## src/rtl/conv_check_5d_if.sv

```systemverilog
// Bus between the convergence checker and its neighbours: the normalised
// vector handshake, the per-component clear, and the evaluation results.
interface conv_check_5d_if #(
  parameter int unsigned DIMENSIONS = 5,
  parameter int unsigned DATA_WIDTH = 32,
  parameter int unsigned ACC_WIDTH  = 40,
  parameter int unsigned ITER_WIDTH = 8
);
  logic                               clear;
  logic [DIMENSIONS*DATA_WIDTH-1:0]   w_new;
  logic                               w_new_vld;
  logic                               busy;
  logic                               done;
  logic                               converged;
  logic                               timeout;
  logic [ITER_WIDTH-1:0]              iter_count;
  logic [ACC_WIDTH-1:0]               dot_abs;
  logic [DIMENSIONS*DATA_WIDTH-1:0]   w_prev;

  // Upstream side: supplies vectors and clear, observes results.
  modport master (
    output clear, w_new, w_new_vld,
    input  busy, done, converged, timeout, iter_count, dot_abs, w_prev
  );

  // Checker side.
  modport slave (
    input  clear, w_new, w_new_vld,
    output busy, done, converged, timeout, iter_count, dot_abs, w_prev
  );
endinterface

```

## src/rtl/conv_check_5d.sv

```systemverilog
// FastICA convergence checker: sequential MAC of w_new . w_prev, then
// compares |dot| against 1.0 within TOL and tracks the iteration count.
module conv_check_5d #(
  parameter int unsigned DIMENSIONS = 5,
  parameter int unsigned DATA_WIDTH = 32,
  parameter int unsigned FRAC_BITS  = 16,
  parameter int unsigned ACC_WIDTH  = 40,
  parameter logic [31:0] TOL        = 32'h0000_0020,
  parameter int unsigned MAX_ITER   = 64,
  parameter int unsigned ITER_WIDTH = 8
) (
  input logic           clk,
  input logic           nreset,
  conv_check_5d_if.slave bus
);

  localparam int unsigned IdxW = (DIMENSIONS > 1) ? $clog2(DIMENSIONS) : 1;
  localparam logic signed [ACC_WIDTH-1:0] One = ACC_WIDTH'(1) << FRAC_BITS;

  typedef enum logic [1:0] {StIdle, StMac, StCmp, StDone} state_e;

  state_e                            state;
  logic [DIMENSIONS*DATA_WIDTH-1:0]  w_cur;
  logic [DIMENSIONS*DATA_WIDTH-1:0]  w_prev_q;
  logic                              prev_vld;
  logic signed [ACC_WIDTH-1:0]       acc;
  logic [IdxW-1:0]                   idx;
  logic                              converged_q;
  logic                              timeout_q;
  logic [ITER_WIDTH-1:0]             iter_q;
  logic [ACC_WIDTH-1:0]              dot_q;

  logic signed [DATA_WIDTH-1:0]      cur_elem;
  logic signed [DATA_WIDTH-1:0]      prev_elem;
  logic signed [2*DATA_WIDTH-1:0]    prod;
  logic signed [ACC_WIDTH-1:0]       term;
  logic [ACC_WIDTH-1:0]              acc_abs;
  logic signed [ACC_WIDTH-1:0]       diff;
  logic [ACC_WIDTH-1:0]              diff_abs;
  logic                              conv_hit;
  logic [ITER_WIDTH-1:0]             iter_inc;

  // MAC term for the current element and the compare against 1.0.
  always_comb begin
    cur_elem  = $signed(w_cur[idx*DATA_WIDTH +: DATA_WIDTH]);
    prev_elem = $signed(w_prev_q[idx*DATA_WIDTH +: DATA_WIDTH]);
    prod      = cur_elem * prev_elem;
    term      = ACC_WIDTH'(prod >>> FRAC_BITS);
    acc_abs   = acc[ACC_WIDTH-1] ? -acc : acc;
    diff      = One - $signed(acc_abs);
    diff_abs  = diff[ACC_WIDTH-1] ? -diff : diff;
    conv_hit  = prev_vld && (diff_abs <= ACC_WIDTH'(TOL));
    iter_inc  = (iter_q == ITER_WIDTH'(MAX_ITER)) ? iter_q : iter_q + 1'b1;
  end

  // Control FSM and all result registers; clear outranks a new vector.
  always_ff @(posedge clk or negedge nreset) begin
    if (!nreset) begin
      state       <= StIdle;
      w_cur       <= '0;
      w_prev_q    <= '0;
      prev_vld    <= 1'b0;
      acc         <= '0;
      idx         <= '0;
      converged_q <= 1'b0;
      timeout_q   <= 1'b0;
      iter_q      <= '0;
      dot_q       <= '0;
    end else if (bus.clear) begin
      state       <= StIdle;
      w_prev_q    <= '0;
      prev_vld    <= 1'b0;
      converged_q <= 1'b0;
      timeout_q   <= 1'b0;
      iter_q      <= '0;
      dot_q       <= '0;
    end else begin
      unique case (state)
        StIdle: begin
          if (bus.w_new_vld) begin
            w_cur <= bus.w_new;
            acc   <= '0;
            idx   <= '0;
            state <= StMac;
          end
        end
        StMac: begin
          acc <= acc + term;
          idx <= idx + 1'b1;
          if (idx == IdxW'(DIMENSIONS - 1)) state <= StCmp;
        end
        StCmp: begin
          // The first vector after clear has no partner: report a zero dot.
          dot_q       <= prev_vld ? acc_abs : '0;
          converged_q <= conv_hit;
          iter_q      <= iter_inc;
          timeout_q   <= (iter_inc == ITER_WIDTH'(MAX_ITER)) && !conv_hit;
          w_prev_q    <= w_cur;
          prev_vld    <= 1'b1;
          state       <= StDone;
        end
        StDone: state <= StIdle;
        default: state <= StIdle;
      endcase
    end
  end

  assign bus.busy       = (state != StIdle);
  assign bus.done       = (state == StDone);
  assign bus.converged  = converged_q;
  assign bus.timeout    = timeout_q;
  assign bus.iter_count = iter_q;
  assign bus.dot_abs    = dot_q;
  assign bus.w_prev     = w_prev_q;

endmodule

```

## src/flat_wrapper.sv

```systemverilog
// flat-port wrapper written by rule: the top's interface ports become plain ports
module conv_check_5d_flat 
#(
  parameter int unsigned DIMENSIONS = 5,
  parameter int unsigned DATA_WIDTH = 32,
  parameter int unsigned FRAC_BITS  = 16,
  parameter int unsigned ACC_WIDTH  = 40,
  parameter logic [31:0] TOL        = 32'h0000_0020,
  parameter int unsigned MAX_ITER   = 64,
  parameter int unsigned ITER_WIDTH = 8
)
  (clk, nreset, bus_clear, bus_w_new, bus_w_new_vld, bus_busy, bus_done, bus_converged, bus_timeout, bus_iter_count, bus_dot_abs, bus_w_prev);
  conv_check_5d_if #(.DIMENSIONS(DIMENSIONS), .DATA_WIDTH(DATA_WIDTH), .ACC_WIDTH(ACC_WIDTH), .ITER_WIDTH(ITER_WIDTH)) bus_i ();
  input logic clk;
  input logic nreset;
  input wire logic [$bits(bus_i.clear)-1:0] bus_clear;
  input wire logic [$bits(bus_i.w_new)-1:0] bus_w_new;
  input wire logic [$bits(bus_i.w_new_vld)-1:0] bus_w_new_vld;
  output wire logic [$bits(bus_i.busy)-1:0] bus_busy;
  output wire logic [$bits(bus_i.done)-1:0] bus_done;
  output wire logic [$bits(bus_i.converged)-1:0] bus_converged;
  output wire logic [$bits(bus_i.timeout)-1:0] bus_timeout;
  output wire logic [$bits(bus_i.iter_count)-1:0] bus_iter_count;
  output wire logic [$bits(bus_i.dot_abs)-1:0] bus_dot_abs;
  output wire logic [$bits(bus_i.w_prev)-1:0] bus_w_prev;
  assign bus_i.clear = bus_clear;
  assign bus_i.w_new = bus_w_new;
  assign bus_i.w_new_vld = bus_w_new_vld;
  assign bus_busy = bus_i.busy;
  assign bus_done = bus_i.done;
  assign bus_converged = bus_i.converged;
  assign bus_timeout = bus_i.timeout;
  assign bus_iter_count = bus_i.iter_count;
  assign bus_dot_abs = bus_i.dot_abs;
  assign bus_w_prev = bus_i.w_prev;
  conv_check_5d #(.DIMENSIONS(DIMENSIONS), .DATA_WIDTH(DATA_WIDTH), .FRAC_BITS(FRAC_BITS), .ACC_WIDTH(ACC_WIDTH), .TOL(TOL), .MAX_ITER(MAX_ITER), .ITER_WIDTH(ITER_WIDTH)) u_core (.clk(clk), .nreset(nreset), .bus(bus_i));
endmodule
```

## config.mk

```make
export PLATFORM = sky130hd
export DESIGN_NAME = conv_check_5d_flat
export DESIGN_NICKNAME = d
export VERILOG_FILES = /design/src/rtl/conv_check_5d_if.sv /design/src/rtl/conv_check_5d.sv /design/src/flat_wrapper.sv
export SDC_FILE = /design/constraint.sdc
export NUM_CORES = 2
export LEC_CHECK = 0
export CORE_MARGIN = 5
export CORE_UTILIZATION = 30
export CTS_BUF_LIST = sky130_fd_sc_hd__clkbuf_8 sky130_fd_sc_hd__clkbuf_16
export DETAILED_ROUTE_END_ITERATION = 10
export MAX_ROUTING_LAYER = met4
export PLACE_DENSITY = 0.52
export SYNTH_ARGS = -nofsm -noshare
export SYNTH_HDL_FRONTEND = slang
export SYNTH_SLANG_ARGS = --single-unit
```

## constraint.sdc

```tcl
create_clock -name clk -period 34.7 [get_ports clk]
set_clock_uncertainty 0.2 [all_clocks]
set_input_delay 8.675 -clock clk [delete_from_list [all_inputs] [get_ports clk]]
set_output_delay 8.675 -clock clk [all_outputs]
set_load 0.01 [all_outputs]
```

==> flow_summary.toml <==
[job]
max_cap_viol_count = 0

[clock_network]
worst_setup_hold_path_clk_slew_ps = 60
clock_insertion_delay_worst_skew_ps = 700
cts-buffers-inserted = 53
max_h_tree_level = 2
cts_resized = 0
cts_root_buffer = "sky130_fd_sc_hd__clkbuf_16"
ctsHoldBuffers = 0
cts-root-to-sink-buffers = 3
tritoncts = "yes"
setup_fix_bufs_post_cts = 0
cts.sink_count = 416

[run_status]
status = "finished clean"

[cells_and_area]
final_cell_mix = "sky130_fd_sc_hd__nand2_1 (1090), sky130_fd_sc_hd__fa_1 (983), sky130_fd_sc_hd__inv_1 (911)"
fin_cells = 8865
synthToLayoutAreaGrowth_pct = 15.48
layout_commonest_cell = "sky130_fd_sc_hd__nand2_1"
num-nets-final = 7723
layout-drive-gt1-share_pct = 4.830
fillers = 19120

[sta]
max_freq_mhz = 64.85
slew_at_the_pin_closest_to_its_max_slew_limit_ps = 1412
finalCritPeriodShare_pct = 44.44
report.final.slew_viol_count = 0
setup-violations-final = 0
hold_violations = 0
max_slew_margin_pct = 5.873
setup_total_negative_slack_ps = 0
post-route-min-period_ps = 15420
rsz0062_at_grt = "false"

[placed_design]
dp_cells = 8764
portBuffers = 375
dp_hpwl_um = 168800
gp_congestion = 0.9471

[floorplanning]
floorplan.initialDensity_pct = 30.17
io-pin-count = 376
floorplan.die.width_um = 439.1
floorplan.core_area_um2 = 183100
std_cell_rows = 157
dieArea_um2 = 192800
fp.dieH_um = 439.1

[logic_synthesis]
yosys_warnings = 0
synth_flop_cell = "sky130_fd_sc_hd__dfrtp_1"
synth_largest_type_area_fraction_pct = 35.63
syn-num-nets = 7495
ys_ff_latch = 416
synthTopCellsByArea = "sky130_fd_sc_hd__fa_1 (36%), sky130_fd_sc_hd__dfrtp_1 (19%), sky130_fd_sc_hd__nand2_1 (7.4%)"
synth_area_per_cell_um2 = 9.015
seq_area_frac_synth_pct = 18.85
async_flop_share_pct = 100.0
netlist-cell-type-count = 97
synth_edf_count = 0
synth.cell_area_um2 = 55240
synthesis.instances = 6127
synth_area_leader_cell = "sky130_fd_sc_hd__fa_1"

[setup_path]
critPathCaptureType = "flop"
worst-endpoint-arrival_ps = 15750
cp_common_cell = "sky130_fd_sc_hd__fa_1"
crit_slowest_cell = "sky130_fd_sc_hd__o22a_1"
worst-endpoint-required_ps = 35030
worstSetupPathType = "flop to flop"
cpLargestDelayFamily = "adder cells"
worstPathMaxFanout = 78
critPathMaxStageDelay_ps = 960
critPathBufInv = 7
startpoint_type = "flop"

[routing]
initial_drt_pass_iterations = 6
initial_drc_count = 3431
wire_per_inst_um = 24.13
vias_per_cell = 5.016
vias = 44460
drt_drc_violations_left = 0
routed_wirelength_um = 213900
drt.antenna.violating_nets = 0

[global_routing]
via_count_of_the_first_global_routing_pass = 46670
groute.usage.overall_pct = 22.72
number_of_antenna_violations_at_the_first_check_in_global_routing = 9
grt_overflow_total = 0
grt_start_max_net_pins = 163
grt_first_pass_wirelength_um = 317000

[min_path]
hold_path.class = "flop to flop"
==> routing by layer <==
layer  routed length, um  GRT usage, %  up-vias
met5                   0             -        -
met4               13070         10.98        0
met3               12110         2.846      401
met2              101500         36.57     1445
met1               87180         28.46    23130
li1                    -             -    19490
==> layout make-up <==
class / count / area (um2) / area share, %
inverter: 903 / 3390 / 5.314
clock inverter: 34 / 304.0 / 0.4767
multi-input combinational: 4474 / 40330 / 63.23
antenna: 3 / 7.507 / 0.01177
clock buffer: 64 / 1478 / 2.317
sequential: 416 / 10420 / 16.34
tap: 2464 / 3083 / 4.833
timing repair buffer: 507 / 4768 / 7.476
==> final timing paths <==
kind	startpoint	endpoint	slack (ps)	cells after the start
max reg2reg	u_core.idx[2]$_DFFE_PN0P_	u_core.acc[39]$_DFFE_PN0P_	19280	46
min reg2reg	u_core.bus.dot_abs[9]$_DFFE_PN0P_	u_core.bus.dot_abs[9]$_DFFE_PN0P_	280	2
min	u_core.bus.dot_abs[9]$_DFFE_PN0P_	u_core.bus.dot_abs[9]$_DFFE_PN0P_	280	2
max in group asynchronous	nreset	u_core.acc[39]$_DFFE_PN0P_	24080	3
max	u_core.idx[2]$_DFFE_PN0P_	u_core.acc[39]$_DFFE_PN0P_	19280	46
min in group asynchronous	nreset	u_core.bus.w_prev[54]$_DFFE_PN0P_	7850	1
==> kinds of logic (layout without fill, tap and decap cells) <==
group,after synthesis,after routing,share of synthesized area [%]
xor gates and xnor gates,188,188,3.033
muxes,297,297,5.434
other,0,3,0
and+or+nand+nor,2217,2217,16.58
AOI/OAI and AO/OA,568,568,6.972
buffers and inverters,1237,1508,8.497
adders and majority gates,1204,1204,40.63
DFF,416,416,18.85
==> per-stage QoR <==
step           setup slack (ps)  instance area, um2  hold WS (ps)  utilization [%]
2_1_floorplan             22210               55240         261.9                -
3_3_place_gp              18820               61970         265.7            33.85
3_5_place_dp              19420               62000         273.1            33.86
4_1_cts                   19380               63780         284.4            34.84
5_1_grt                   18580               63780         310.9            34.84
6_report                  19280               63780         277.2            34.84
==> synthesized netlist by cell type, drive strengths merged (11+ instances only) <==
cell type and number:
a21oi 119, nand3b 11, nand4 22, buf 60
xor2 66, o31ai 24, a211oi 12, clkbuf 274
xnor2 121, a21o 34, dfrtp 416, ha 221
or3 19, and3 25, and2 24, mux2i 292
a31oi 20, nand3 51, inv 902, nand2 1091
nor3 47, o41ai 12, o21a 16, nand2b 21
nor2b 21, o21ai 128, o22ai 61, o22a 53
nor2 822, nor4 22, fa 983
==> flip-flops by register name, indices dropped and copies added, names as in the netlist <==
register / cells
u_core.acc: 40
u_core.bus.converged: 1
u_core.bus.dot_abs: 40
u_core.bus.iter_count: 8
u_core.bus.timeout: 1
u_core.bus.w_prev: 160
u_core.idx: 3
u_core.prev_vld: 1
u_core.state: 2
u_core.w_cur: 160
==> worst register-to-register path: cells and delay by family (launching register included) <==
family / cells / cell delay [ps]
adder cells (fa/ha/maj): 10 / 4100
AO/OA/AOI/OAI: 14 / 3860
AND/OR/NAND/NOR: 13 / 3500
buffers and inverters: 7 / 2050
flip-flops: 1 / 860
XOR/XNOR: 2 / 740
Power is not shown: default switching activity piles up to over one toggle a cycle in this logic, so the estimate is an artifact.
